--- src/rtl/serial_borrow_subtractor_if.sv ---
// Handshake and operand/result bundle for serial_borrow_subtractor.
// OVF is present only when SERIAL_BORROW_SUBTRACTOR_OVF_EN is defined.
interface serial_borrow_subtractor_if #(
  parameter int unsigned WIDTH = 4
);
  logic             start;
  logic [WIDTH-1:0] A;
  logic [WIDTH-1:0] B;
  logic [WIDTH-1:0] Y;
  logic             Bout;
  logic             busy;
  logic             done;
`ifdef SERIAL_BORROW_SUBTRACTOR_OVF_EN
  logic             OVF;

  modport master (output start, A, B, input Y, Bout, busy, done, OVF);
  modport slave  (input start, A, B, output Y, Bout, busy, done, OVF);
`else
  modport master (output start, A, B, input Y, Bout, busy, done);
  modport slave  (input start, A, B, output Y, Bout, busy, done);
`endif
endinterface

--- src/rtl/serial_borrow_subtractor.sv ---
// Bit-serial Y = A - B, LSB first, one borrow flop, start/busy/done handshake.
// Optional signed-overflow output enabled by SERIAL_BORROW_SUBTRACTOR_OVF_EN.
module serial_borrow_subtractor #(
  parameter int unsigned WIDTH = 4
) (
  input logic                     clk,
  input logic                     rst,
  serial_borrow_subtractor_if.slave bus
);

  localparam int unsigned CntW = (WIDTH > 1) ? $clog2(WIDTH) : 1;

  typedef enum logic [1:0] {StIdle, StShift, StDone} state_e;

  state_e            state_q, state_d;
  logic [WIDTH-1:0]  a_q, a_d;
  logic [WIDTH-1:0]  b_q, b_d;
  logic [WIDTH-1:0]  res_q, res_d;
  logic [WIDTH-1:0]  y_q, y_d;
  logic [CntW-1:0]   cnt_q, cnt_d;
  logic              bor_q, bor_d;
  logic              bout_q, bout_d;
  logic              a_bit, b_bit, diff, bor_next;
`ifdef SERIAL_BORROW_SUBTRACTOR_OVF_EN
  logic              a_msb_q, a_msb_d;
  logic              b_msb_q, b_msb_d;
  logic              ovf_q, ovf_d;
`endif

  always_ff @(posedge clk) begin
    if (rst) begin
      state_q <= StIdle;
      a_q     <= '0;
      b_q     <= '0;
      res_q   <= '0;
      y_q     <= '0;
      cnt_q   <= '0;
      bor_q   <= 1'b0;
      bout_q  <= 1'b0;
`ifdef SERIAL_BORROW_SUBTRACTOR_OVF_EN
      a_msb_q <= 1'b0;
      b_msb_q <= 1'b0;
      ovf_q   <= 1'b0;
`endif
    end else begin
      state_q <= state_d;
      a_q     <= a_d;
      b_q     <= b_d;
      res_q   <= res_d;
      y_q     <= y_d;
      cnt_q   <= cnt_d;
      bor_q   <= bor_d;
      bout_q  <= bout_d;
`ifdef SERIAL_BORROW_SUBTRACTOR_OVF_EN
      a_msb_q <= a_msb_d;
      b_msb_q <= b_msb_d;
      ovf_q   <= ovf_d;
`endif
    end
  end

  // One full-subtractor cell evaluated on the current LSBs.
  assign a_bit    = a_q[0];
  assign b_bit    = b_q[0];
  assign diff     = a_bit ^ b_bit ^ bor_q;
  assign bor_next = (~a_bit & b_bit) | (~(a_bit ^ b_bit) & bor_q);

  always_comb begin
    state_d = state_q;
    a_d     = a_q;
    b_d     = b_q;
    res_d   = res_q;
    y_d     = y_q;
    cnt_d   = cnt_q;
    bor_d   = bor_q;
    bout_d  = bout_q;
`ifdef SERIAL_BORROW_SUBTRACTOR_OVF_EN
    a_msb_d = a_msb_q;
    b_msb_d = b_msb_q;
    ovf_d   = ovf_q;
`endif

    unique case (state_q)
      StIdle, StDone: begin
        // DONE accepts start exactly like IDLE so operations can run back-to-back.
        if (bus.start) begin
          a_d     = bus.A;
          b_d     = bus.B;
          bor_d   = 1'b0;
          cnt_d   = '0;
          state_d = StShift;
`ifdef SERIAL_BORROW_SUBTRACTOR_OVF_EN
          a_msb_d = bus.A[WIDTH-1];
          b_msb_d = bus.B[WIDTH-1];
`endif
        end else begin
          state_d = StIdle;
        end
      end
      StShift: begin
        a_d   = a_q >> 1;
        b_d   = b_q >> 1;
        res_d = {diff, res_q[WIDTH-1:1]};
        bor_d = bor_next;
        cnt_d = cnt_q + 1'b1;
        if (cnt_q == CntW'(WIDTH - 1)) begin
          state_d = StDone;
          y_d     = res_d;
          bout_d  = bor_next;
`ifdef SERIAL_BORROW_SUBTRACTOR_OVF_EN
          // The last difference bit is the result MSB.
          ovf_d   = (a_msb_q ^ b_msb_q) & (a_msb_q ^ diff);
`endif
        end
      end
      default: state_d = StIdle;
    endcase
  end

  assign bus.Y    = y_q;
  assign bus.Bout = bout_q;
  assign bus.busy = (state_q == StShift);
  assign bus.done = (state_q == StDone);
`ifdef SERIAL_BORROW_SUBTRACTOR_OVF_EN
  assign bus.OVF  = ovf_q;
`endif

endmodule

--- src/flat_wrapper.sv ---
// flat-port wrapper written by rule: the top's interface ports become plain ports
module serial_borrow_subtractor_flat 
#(
  parameter int unsigned WIDTH = 4
)
  (clk, rst, bus_start, bus_A, bus_B, bus_Y, bus_Bout, bus_busy, bus_done);
  serial_borrow_subtractor_if #(.WIDTH(WIDTH)) bus_i ();
  input logic clk;
  input logic rst;
  input wire logic [$bits(bus_i.start)-1:0] bus_start;
  input wire logic [$bits(bus_i.A)-1:0] bus_A;
  input wire logic [$bits(bus_i.B)-1:0] bus_B;
  output wire logic [$bits(bus_i.Y)-1:0] bus_Y;
  output wire logic [$bits(bus_i.Bout)-1:0] bus_Bout;
  output wire logic [$bits(bus_i.busy)-1:0] bus_busy;
  output wire logic [$bits(bus_i.done)-1:0] bus_done;
  assign bus_i.start = bus_start;
  assign bus_i.A = bus_A;
  assign bus_i.B = bus_B;
  assign bus_Y = bus_i.Y;
  assign bus_Bout = bus_i.Bout;
  assign bus_busy = bus_i.busy;
  assign bus_done = bus_i.done;
  serial_borrow_subtractor #(.WIDTH(WIDTH)) u_core (.clk(clk), .rst(rst), .bus(bus_i));
endmodule
--- config.mk ---
export PLATFORM = sky130hd
export DESIGN_NAME = serial_borrow_subtractor_flat
export DESIGN_NICKNAME = d
export VERILOG_FILES = /design/src/rtl/serial_borrow_subtractor_if.sv /design/src/rtl/serial_borrow_subtractor.sv /design/src/flat_wrapper.sv
export SDC_FILE = /design/constraint.sdc
export NUM_CORES = 1
export LEC_CHECK = 0
export ABC_AREA = 0
export CORE_UTILIZATION = 48
export CTS_CLUSTER_DIAMETER = 100
export DETAILED_ROUTE_END_ITERATION = 10
export HOLD_SLACK_MARGIN = 0.03
export PLACE_DENSITY = 0.76
export REMOVE_ABC_BUFFERS = 1
export SKIP_LAST_GASP = 1
export SLEW_MARGIN = 20
export SYNTH_ARGS = -nofsm -noshare
export SYNTH_HDL_FRONTEND = slang
export SYNTH_SLANG_ARGS = --single-unit
--- constraint.sdc ---
create_clock -name clk -period 1.45 [get_ports clk]
set_input_delay 0.145 -clock clk [delete_from_list [all_inputs] [get_ports clk]]
set_output_delay 0.145 -clock clk [all_outputs]
set_load 0.03 [all_outputs]
* Word level (Yosys, flattened, before mapping) *
Index checks and enable logic that the tools add are counted.

cells by class
  add/subtract/negate cells = 1
  eq/ne operators = 5
  mux-type cells = 11
  bitwise gates (word level) = 7
  reduce and logical (&&, ||, !) cells = 5

operators by type and width
  cell                                                    count
  one-hot mux 4 bit (2 select lines)                      2
  two-way mux 4 bit                                       2
  one-hot mux 2 bit (2 select lines)                      2
  equality test 2 bit (second input constant)             2
  two-way mux 2 bit                                       2
  AND reduction 2 bit                                     2
  adder 2 x 1 -> 2 bit (second input constant)            1
  bitwise AND 1 bit                                       2
  equality test 2 x 1 -> 1 bit (second input constant)    1
  logical NOT 2 bit                                       1
  two-way mux 1 bit                                       2
  inequality test 2 x 1 -> 1 bit (second input constant)  1
  inequality test 2 bit (second input constant)           1
  NOT 1 bit                                               2
  one-hot mux 1 bit (2 select lines)                      1
  nonzero test 2 bit                                      1
  OR reduction 2 bit                                      1
  bitwise XOR 1 bit                                       2
  OR 1 bit                                                1

storage, ports and cells
  register bits after elaboration = 22
  input bits = 11
  output and inout port bits = 7
  logic and storage cells = 37

* Longest topological paths before layout *
Gate-level depths: netlist of run 1.

  word-level depth = 5
  gate-level depth with buffers = 5

* Least setup slack after synthesis of run 1 *
No wires, ideal clock.

  kind = register -> register
  start = register u_core.b_q[0]
  end = register u_core.y_q[3], in the netlist u_core.bus.Y[3]
  setup time = 0.070 ns
  arrival time = 1.064 ns
  setup slack = 0.315 ns
  stages on the path, launching flop included = 5
  buffers on the path = 0
  period minus slack after synthesis = 1.135 ns
  path through = dfxtp_1 > inv_1 > fa_1 > nand3_1 > a21oi_1

between the ends
  longest elaborated chain between the ends = 2

ends and longest elaborated chain
  what                             RTL line                        RTL
  from (decl)                      serial_borrow_subtractor.sv:17  logic [WIDTH-1:0] b_q, b_d;
  from (signal assigned)           serial_borrow_subtractor.sv:34  b_q <= '0;
  from (signal assigned)           serial_borrow_subtractor.sv:48  b_q <= b_d;
  bitwise XOR 1 bit (2 in series)  serial_borrow_subtractor.sv:65  assign diff = a_bit ^ b_bit ^ bor_q;
  via u_core.diff                  serial_borrow_subtractor.sv:23  logic a_bit, b_bit, diff, bor_next;
  to (signal assigned)             serial_borrow_subtractor.sv:50  y_q <= y_d;
  to (decl)                        serial_borrow_subtractor.sv:19  logic [WIDTH-1:0] y_q, y_d;

The timed path passes the listed nets, and every way through them passes these cells.
A chain may end at the register's enable or synchronous reset.

* Worst setup path after layout of run 1 *
  start = register u_core.state_q[0]
  end = output port bus_done

between the ends
  longest elaborated chain between the ends = 1

ends and longest elaborated chain
  what                    RTL line                         RTL
  from (decl)             serial_borrow_subtractor.sv:15   state_e state_q, state_d;
  from (signal assigned)  serial_borrow_subtractor.sv:32   state_q <= StIdle;
  from (signal assigned)  serial_borrow_subtractor.sv:46   state_q <= state_d;
  equality test 2 bit     serial_borrow_subtractor.sv:123  assign bus.done = (state_q == StDone);
  to (decl)               flat_wrapper.sv:16               output wire logic [$bits(bus_i.done)-1:0] bus_done;

Every way passes these cells.

==> results of run 1 <==
how the worst max path moves through the flow:
stage | depth (start not counted) | to
6_report | 2 | bus_done
3_5_place_dp | 5 | u_core.a_q[1]
2_1_floorplan | 4 | u_core.bus.Bout
3_3_place_gp | 5 | u_core.b_q[1]
5_1_grt | 3 | bus_busy
4_1_cts | 3 | bus_busy
registers in the layout, indices dropped and copies added, names as in the netlist:
register and cells:
u_core.a_q 4, u_core.b_q 4, u_core.bor_q 1, u_core.bus.Bout 1
u_core.bus.Y 4, u_core.cnt_q 2, u_core.res_q 3, u_core.state_q 2
cells in the final DEF, fill, tap and decap left out, types with 3 or more instances in the layout:
cell type	synthesis	layout
buf_4	1	4
clkdlybuf4s50_1	0	10
nor2_1	8	8
clkbuf_4	0	3
dfxtp_1	21	20
a21oi_1	13	13
nand2_1	25	25
a311oi_1	7	7
dlygate4sd2_1	0	6
nand3_1	9	9
critical path, cell delays in order, from the launching register on:
cell and delay [ns]:
dfxtp_2 0.36, and2b_1 0.18, dlygate4sd2_1 0.39
routing by layer:
layer / GRT usage / vias up / share of wire
met5: 0 / - / 0
met4: 0.0727 / 0 / 0.0067
met3: 0.0367 / 2 / 0.048
met2: 0.294 / 21 / 0.47
met1: 0.234 / 322 / 0.48
li1: - / 382 / -
report_power, final:
group	internal, mW	switching (mW)	total [mW]
sequential	0.607	0.0180	0.625
clock	0.107	0.175	0.283
combinational	0.0713	0.0823	0.154
area by class of cell:
type                    instances  area share
clock buffers                   4      0.0248
inverters                       3      0.0130
multi-input cells              72       0.364
flip-flops and latches         21       0.397
well taps                      24      0.0283
repair buffers                 20       0.172
metrics by stage:
| stage | area, um^2 | util | power [mW] | std cells | hold WS [ns] |
|---|---|---|---|---|---|
| after floorplan | 818 | - | 0.720 | 96 | 0.214 |
| after detailed placement | 1040 | 0.651 | 0.790 | 140 | 0.445 |
| final | 1060 | 0.666 | 1.06 | 144 | 0.395 |
| after global placement | 1040 | 0.651 | 0.784 | 140 | 0.442 |
| after CTS | 1060 | 0.663 | 1.06 | 144 | 0.394 |
| after global routing | 1060 | 0.666 | 1.11 | 144 | 0.426 |
logic make-up (layout without fill, tap and decap cells):
group / count (synthesis) / after routing / synth area share
buffers and inverters: 11 / 27 / 0.0652
AO/OA/AOI/OAI: 21 / 21 / 0.155
AND/OR/NAND/NOR: 49 / 49 / 0.255
flip-flops: 21 / 21 / 0.487
adder cells (fa/ha/maj): 2 / 2 / 0.0377
what timing repair did:
action,4_1_cts,5_1_grt
setup endpoints to repair,6,2
hold buffers,0,0
cloned,0,0
resized for setup,6,2
==> metrics.md, run 1 <==
| Metric | Value |
|---|---|
| Outcome | complete, no violations |
| Global-route wire length before repair | around 2600 um |
| Initial Util | 0.542 |
| Synthesized area | 863 um^2 |
| Worst-path maximum fanout | 5 |
| R2R setup slack | 0.23 ns |
| Routed len/inst | 10.4 um |
| Element type at the critical path start | flip-flop |
| Worst vdd ir | 0.649 mV |
| Pwr per Cell Area | 1000 nW/um^2 |
| Relative slew slack | 0.800 |
| Post-DP HPWL | 1070 um |
| Syn-to-layout area delta | 22.9% |
| Number of global-route vias before repair | approximately 640 |
| Static leakage | 0.414 nW |
| Die X-Extent | roughly 44 um |
| Netlist cell types | 20 |
| DIE AREA | slightly below 2000 um^2 |
| Synthesized flop and latch total | 21 |
| Sink Count | 21 |
| PortBufs | 17 |
| Final hold vios | 0 |
| Worst-skew pair later-pin latency | 0.30 ns |
| Hold WC Path Type | in2reg |
| Post-synth EDFFs | 0 |
| Global route overflow | 0 |
| Synth async-reset ratio | 0 |
| YS warnings | 0 |
| CTS clk-pin slew, worst paths | 0.12 ns |
| Dpl ws | roughly 0.10 ns |
| Worst Tran Pin Value | 0.301 ns |
| I/O pins | 18 |
| Hold path depth | 3 |
| Worst Min Path Start | bus_A[3] |
| Area of the multi-input gates | between 300 and 400 um^2 |
| Worst endpoint data arrival time | between 1 and 1.5 ns |
| Synthesized instance count | 104 |
| Sequential Area | 422 um^2 |
| Worst setup margin | around 0.071 ns |
| Endpoints failing setup | 0 |
| ANT nets after route | 0 |
| Final Skew | between 0.003 and 0.004 ns |
| Post-CTS setup buffers | 0 |
| Period utilization | 0.951 |
| Placer Congestion | approximately 0.77 |
| Rows | 14 |
| Setup tns final | 0 ns |
| Die height | 44.4 um |
| Average size of a mapped cell | 8.30 um^2 |
| CTS root buf | clkbuf_4 |
| Top post-synthesis cells by count | nand2_1 (25), dfxtp_1 (21), a21oi_1 (13) |
| Max-cap violations | 0 |
| RSZ-0062 raised after global routing | no |
| DR vias | 727 |
| R2R Path Start | u_core.b_q[0] |
| WS Path Type | reg2out |
| Req. time, crit path | between 1 and 1.5 ns |
| CTS Buf Count | 3 |
| Crit path from | u_core.state_q[0] |
| Filler instances | 142 |
| Vias/cell | just over 5 |
| Core area | 1590 um^2 |
| Largest net degree at the start of global routing | 22 |
| Most frequent cell after synthesis | nand2_1 |
| Iter 0 DRT Violations | 14 |
| Hold Path End | u_core.a_q[3] |
| Synth top area cells | dfxtp_1 (49%), nand2_1 (11%), a21oi_1 (7.5%), a311oi_1 (7.1%), nand3_1 (5.2%) |
| FF-to-FF path depth | 4 |
| Drt first pass iters | 4 |
| Setup crit end kind | output pin |
| Clock Tree Buf Depth | 2 |
| Overall global routing resource usage | 0.181 |
| Sequential-to-total area share from yosys stat | 0.487 |
| Ant diodes | 0 |
| DRC violation count after routing | 0 |
| Final min period | 1.38 ns |
| CTS tree | yes |
| Area leader, netlist | dfxtp_1 |
| Main flop type after synthesis | dfxtp_1 |
| Share of post-route cells with drive strength above 1 | 0.0917 |
| Top cell type's share of synthesized area | 0.487 |
| Fmax | around 0.73 GHz |
| Htree depth | 1 |
| Drt total wl | 1500 um |
| Antenna violations before repair | 0 |
| R2R Path End | u_core.bus.Y[3] |
| Final net count | 134 |
| Fin. max-slew vios | 0 |
Power figures use the tool's default switching activity.
==> run 2, diff against run 1 <==
--- a/config.mk
+++ b/config.mk
@@ -6,11 +6,12 @@
 export NUM_CORES = 1
 export LEC_CHECK = 0
 export ABC_AREA = 0
-export CORE_UTILIZATION = 48
+export CORE_UTILIZATION = 50
+export CTS_BUF_LIST = sky130_fd_sc_hd__clkbuf_4 sky130_fd_sc_hd__clkbuf_8
 export CTS_CLUSTER_DIAMETER = 100
 export DETAILED_ROUTE_END_ITERATION = 10
 export HOLD_SLACK_MARGIN = 0.03
-export PLACE_DENSITY = 0.76
+export PLACE_DENSITY = 0.78
 export REMOVE_ABC_BUFFERS = 1
 export SKIP_LAST_GASP = 1
 export SLEW_MARGIN = 20
==> run 2 against run 1 <==
Compared with the run above: the run now ends with design-rule violations left; setup slack lost 0.019 ns; flip-flop and latch count is the same; clock skew is essentially flat; total power grew 1.9%; fmax shrank 1.4%; sequential power is essentially flat; count of clock-buffer cells in the layout is the same; combinational power is essentially flat; non-clock buffer count grew 1; sequential share of layout area is essentially flat.
==> metrics.md, run 2 (synthesis results as in run 1) <==
| Metric | Value |
|---|---|
| Max stage delay on crit path | 0.39 ns (about the same) |
| CP Buf/Inv Count | 1 (unchanged) |
| Power Total | 1.08 mW (was 1.06 mW) |
| Crit path cell chain | and2b_1, dlygate4sd2_1 (unchanged) |
| Placed Area | 1040 um^2 (about the same) |
| I/O pins | 18 (unchanged) |
| R2R setup slack | 0.22 ns (was 0.23 ns) |
| Most common cell after layout, fill and taps aside | nand2_1 (unchanged) |
| Worst-skew pair later-pin latency | 0.30 ns (about the same) |
| CTS root buf | clkbuf_4 (unchanged) |
| Filler instances | 160 (was 142) |
| Setup tns final | 0 ns (unchanged) |
| WS Path Type | reg2out (unchanged) |
| Max-cap violations | 0 (unchanged) |
| Largest net degree at the start of global routing | 22 (unchanged) |
| Fin. max-slew vios | 0 (unchanged) |
| RSZ-0062 raised after global routing | no (unchanged) |
| Iter 0 DRT Violations | 22 (was 14) |
| Final net count | 135 (was 134) |
| Initial Util | 0.554 (was 0.542) |
| Cell Count Post-Placement | 133 (was 140) |
| CP delay by family, top | buffers and inverters (unchanged) |
| Final hold vios | 0 (unchanged) |
| Relative slew slack | 0.799 (was 0.800) |
| DRC violation count after routing | 2 (was 0) |
| Htree depth | 1 (unchanged) |
| CTS tree | yes (unchanged) |
| Core area | 1560 um^2 (was 1590 um^2) |
| Clock Tree Buf Depth | 2 (unchanged) |
| DR vias | 743 (was 727) |
| Pwr per Cell Area | 1020 nW/um^2 (was 1000 nW/um^2) |
| Worst hold slack | 0.377 ns (was 0.395 ns) |
| PortBufs | 17 (unchanged) |
| CTS clk-pin slew, worst paths | 0.12 ns (about the same) |
| ANT nets after route | 0 (unchanged) |
| Overall global routing resource usage | 0.196 (was 0.181) |
| Worst Tran Pin Value | 0.303 ns (was 0.301 ns) |
| Global-route wire length before repair | 2770 um (was 2650 um) |
| Setup crit end kind | output pin (unchanged) |
| Outcome | finished, violations left (was complete, no violations) |
| Number of global-route vias before repair | 692 (was 643) |
| Final min period | 1.40 ns (was 1.38 ns) |
| Antenna violations before repair | 0 (unchanged) |
| Sink Count | 21 (unchanged) |
| Sequential Area | 422 um^2 (unchanged) |
| Period utilization | 0.964 (was 0.951) |
| Req. time, crit path | 1.31 ns (about the same) |
| Syn-to-layout area delta | 22.8% (was 22.9%) |
| Drt first pass iters | 7 (was 4) |
| DIE AREA | 1900 um^2 (was 1970 um^2) |
| Slowest-stage cell, CP | dlygate4sd2_1 (unchanged) |
| Drt total wl | 1590 um (was 1500 um) |
| Ant diodes | 0 (unchanged) |
| Final Skew | 0.00420 ns (was 0.00380 ns) |
| Share of post-route cells with drive strength above 1 | 0.107 (was 0.0917) |
| Worst endpoint data arrival time | 1.25 ns (was 1.23 ns) |
| Most frequent cells in the layout | nand2_1 (25), dfxtp_1 (20), a21oi_1 (13) (unchanged) |
| Hold WC Path Type | in2reg (unchanged) |
| Endpoints failing setup | 0 (unchanged) |
| Placer Congestion | 0.743 (was 0.768) |
| Vias/cell | 5.42 (was 5.05) |
| Violated checks | design-rule violations |
| Die height | 43.6 um (was 44.4 um) |
| Worst-path maximum fanout | 5 (unchanged) |
| Element type at the critical path start | flip-flop (unchanged) |
| Worst vdd ir | 0.592 mV (was 0.649 mV) |
| Static leakage | 0.422 nW (was 0.414 nW) |
| Post-DP HPWL | 1130 um (was 1070 um) |
| Fmax | 0.715 GHz (was 0.725 GHz) |
| Area of the multi-input gates | 387 um^2 (unchanged) |
| Global route overflow | 0 (unchanged) |
| Routed len/inst | 11.6 um (was 10.4 um) |
| Die X-Extent | 43.6 um (was 44.4 um) |
| Fin area | 1060 um^2 (about the same) |
| Rows | 14 (unchanged) |
| Post-CTS setup buffers | 0 (unchanged) |
| CTS Buf Count | 3 (unchanged) |
| Final std cells w/o fill | 137 (was 144) |
==> run 2: routing by layer <==
| metal | part of all wire | track usage |
|---|---|---|
| met2 | 0.49 | 0.340 |
| met5 | 0 | 0 |
| met1 | 0.46 | 0.231 |
| met4 | 0.0082 | 0.0938 |
| met3 | 0.035 | 0.0375 |
==> run 2: final cells by class <==
class,instances,share of cell area
Clock buffer,4,0.0283
Multi-Input combinational cell,72,0.365
Timing Repair Buffer,21,0.179
Inverter,3,0.0106
Sequential cell,21,0.398
Tap cell,16,0.0189
==> run 2: per-stage QoR <==
| stage | utilization | setup slack [ns] |
|---|---|---|
| floorplan | - | 0.147 |
| CTS | 0.679 | 0.00167 |
| detailed placement | 0.665 | 0.0572 |
| global placement | 0.665 | 0.124 |
| finish | 0.680 | 0.0521 |
| global route | 0.680 | 0.0153 |
==> run 2: worst min-delay path: cells and delay by family <==
kind,cells,cell delay (ns)
buffers and inverters,1,0.39
and+or+nand+nor,1,0.06
AOI/OAI and AO/OA,1,0.05
==> run 2: timing repair <==
action,CTS,global route
hold buffers,0,0
setup endpoints to repair,6,1
gates cloned,0,0
resized for setup,6,1
==> run 2: worst paths after layout <==
kind	depth (start not counted)	end	start
max	2	bus_done	u_core.state_q[0]
min	3	u_core.a_q[3]	bus_A[3]
max reg2reg	4	u_core.bus.Y[3]	u_core.cnt_q[0]
min reg2reg	2	u_core.bus.Y[0]	u_core.bus.Y[0]
==> run 2: report_power, final <==
group | switching (mW) | internal, mW
registers | 0.0184 | 0.607
clock network | 0.173 | 0.126
logic | 0.0834 | 0.0738
total | 0.275 | 0.806
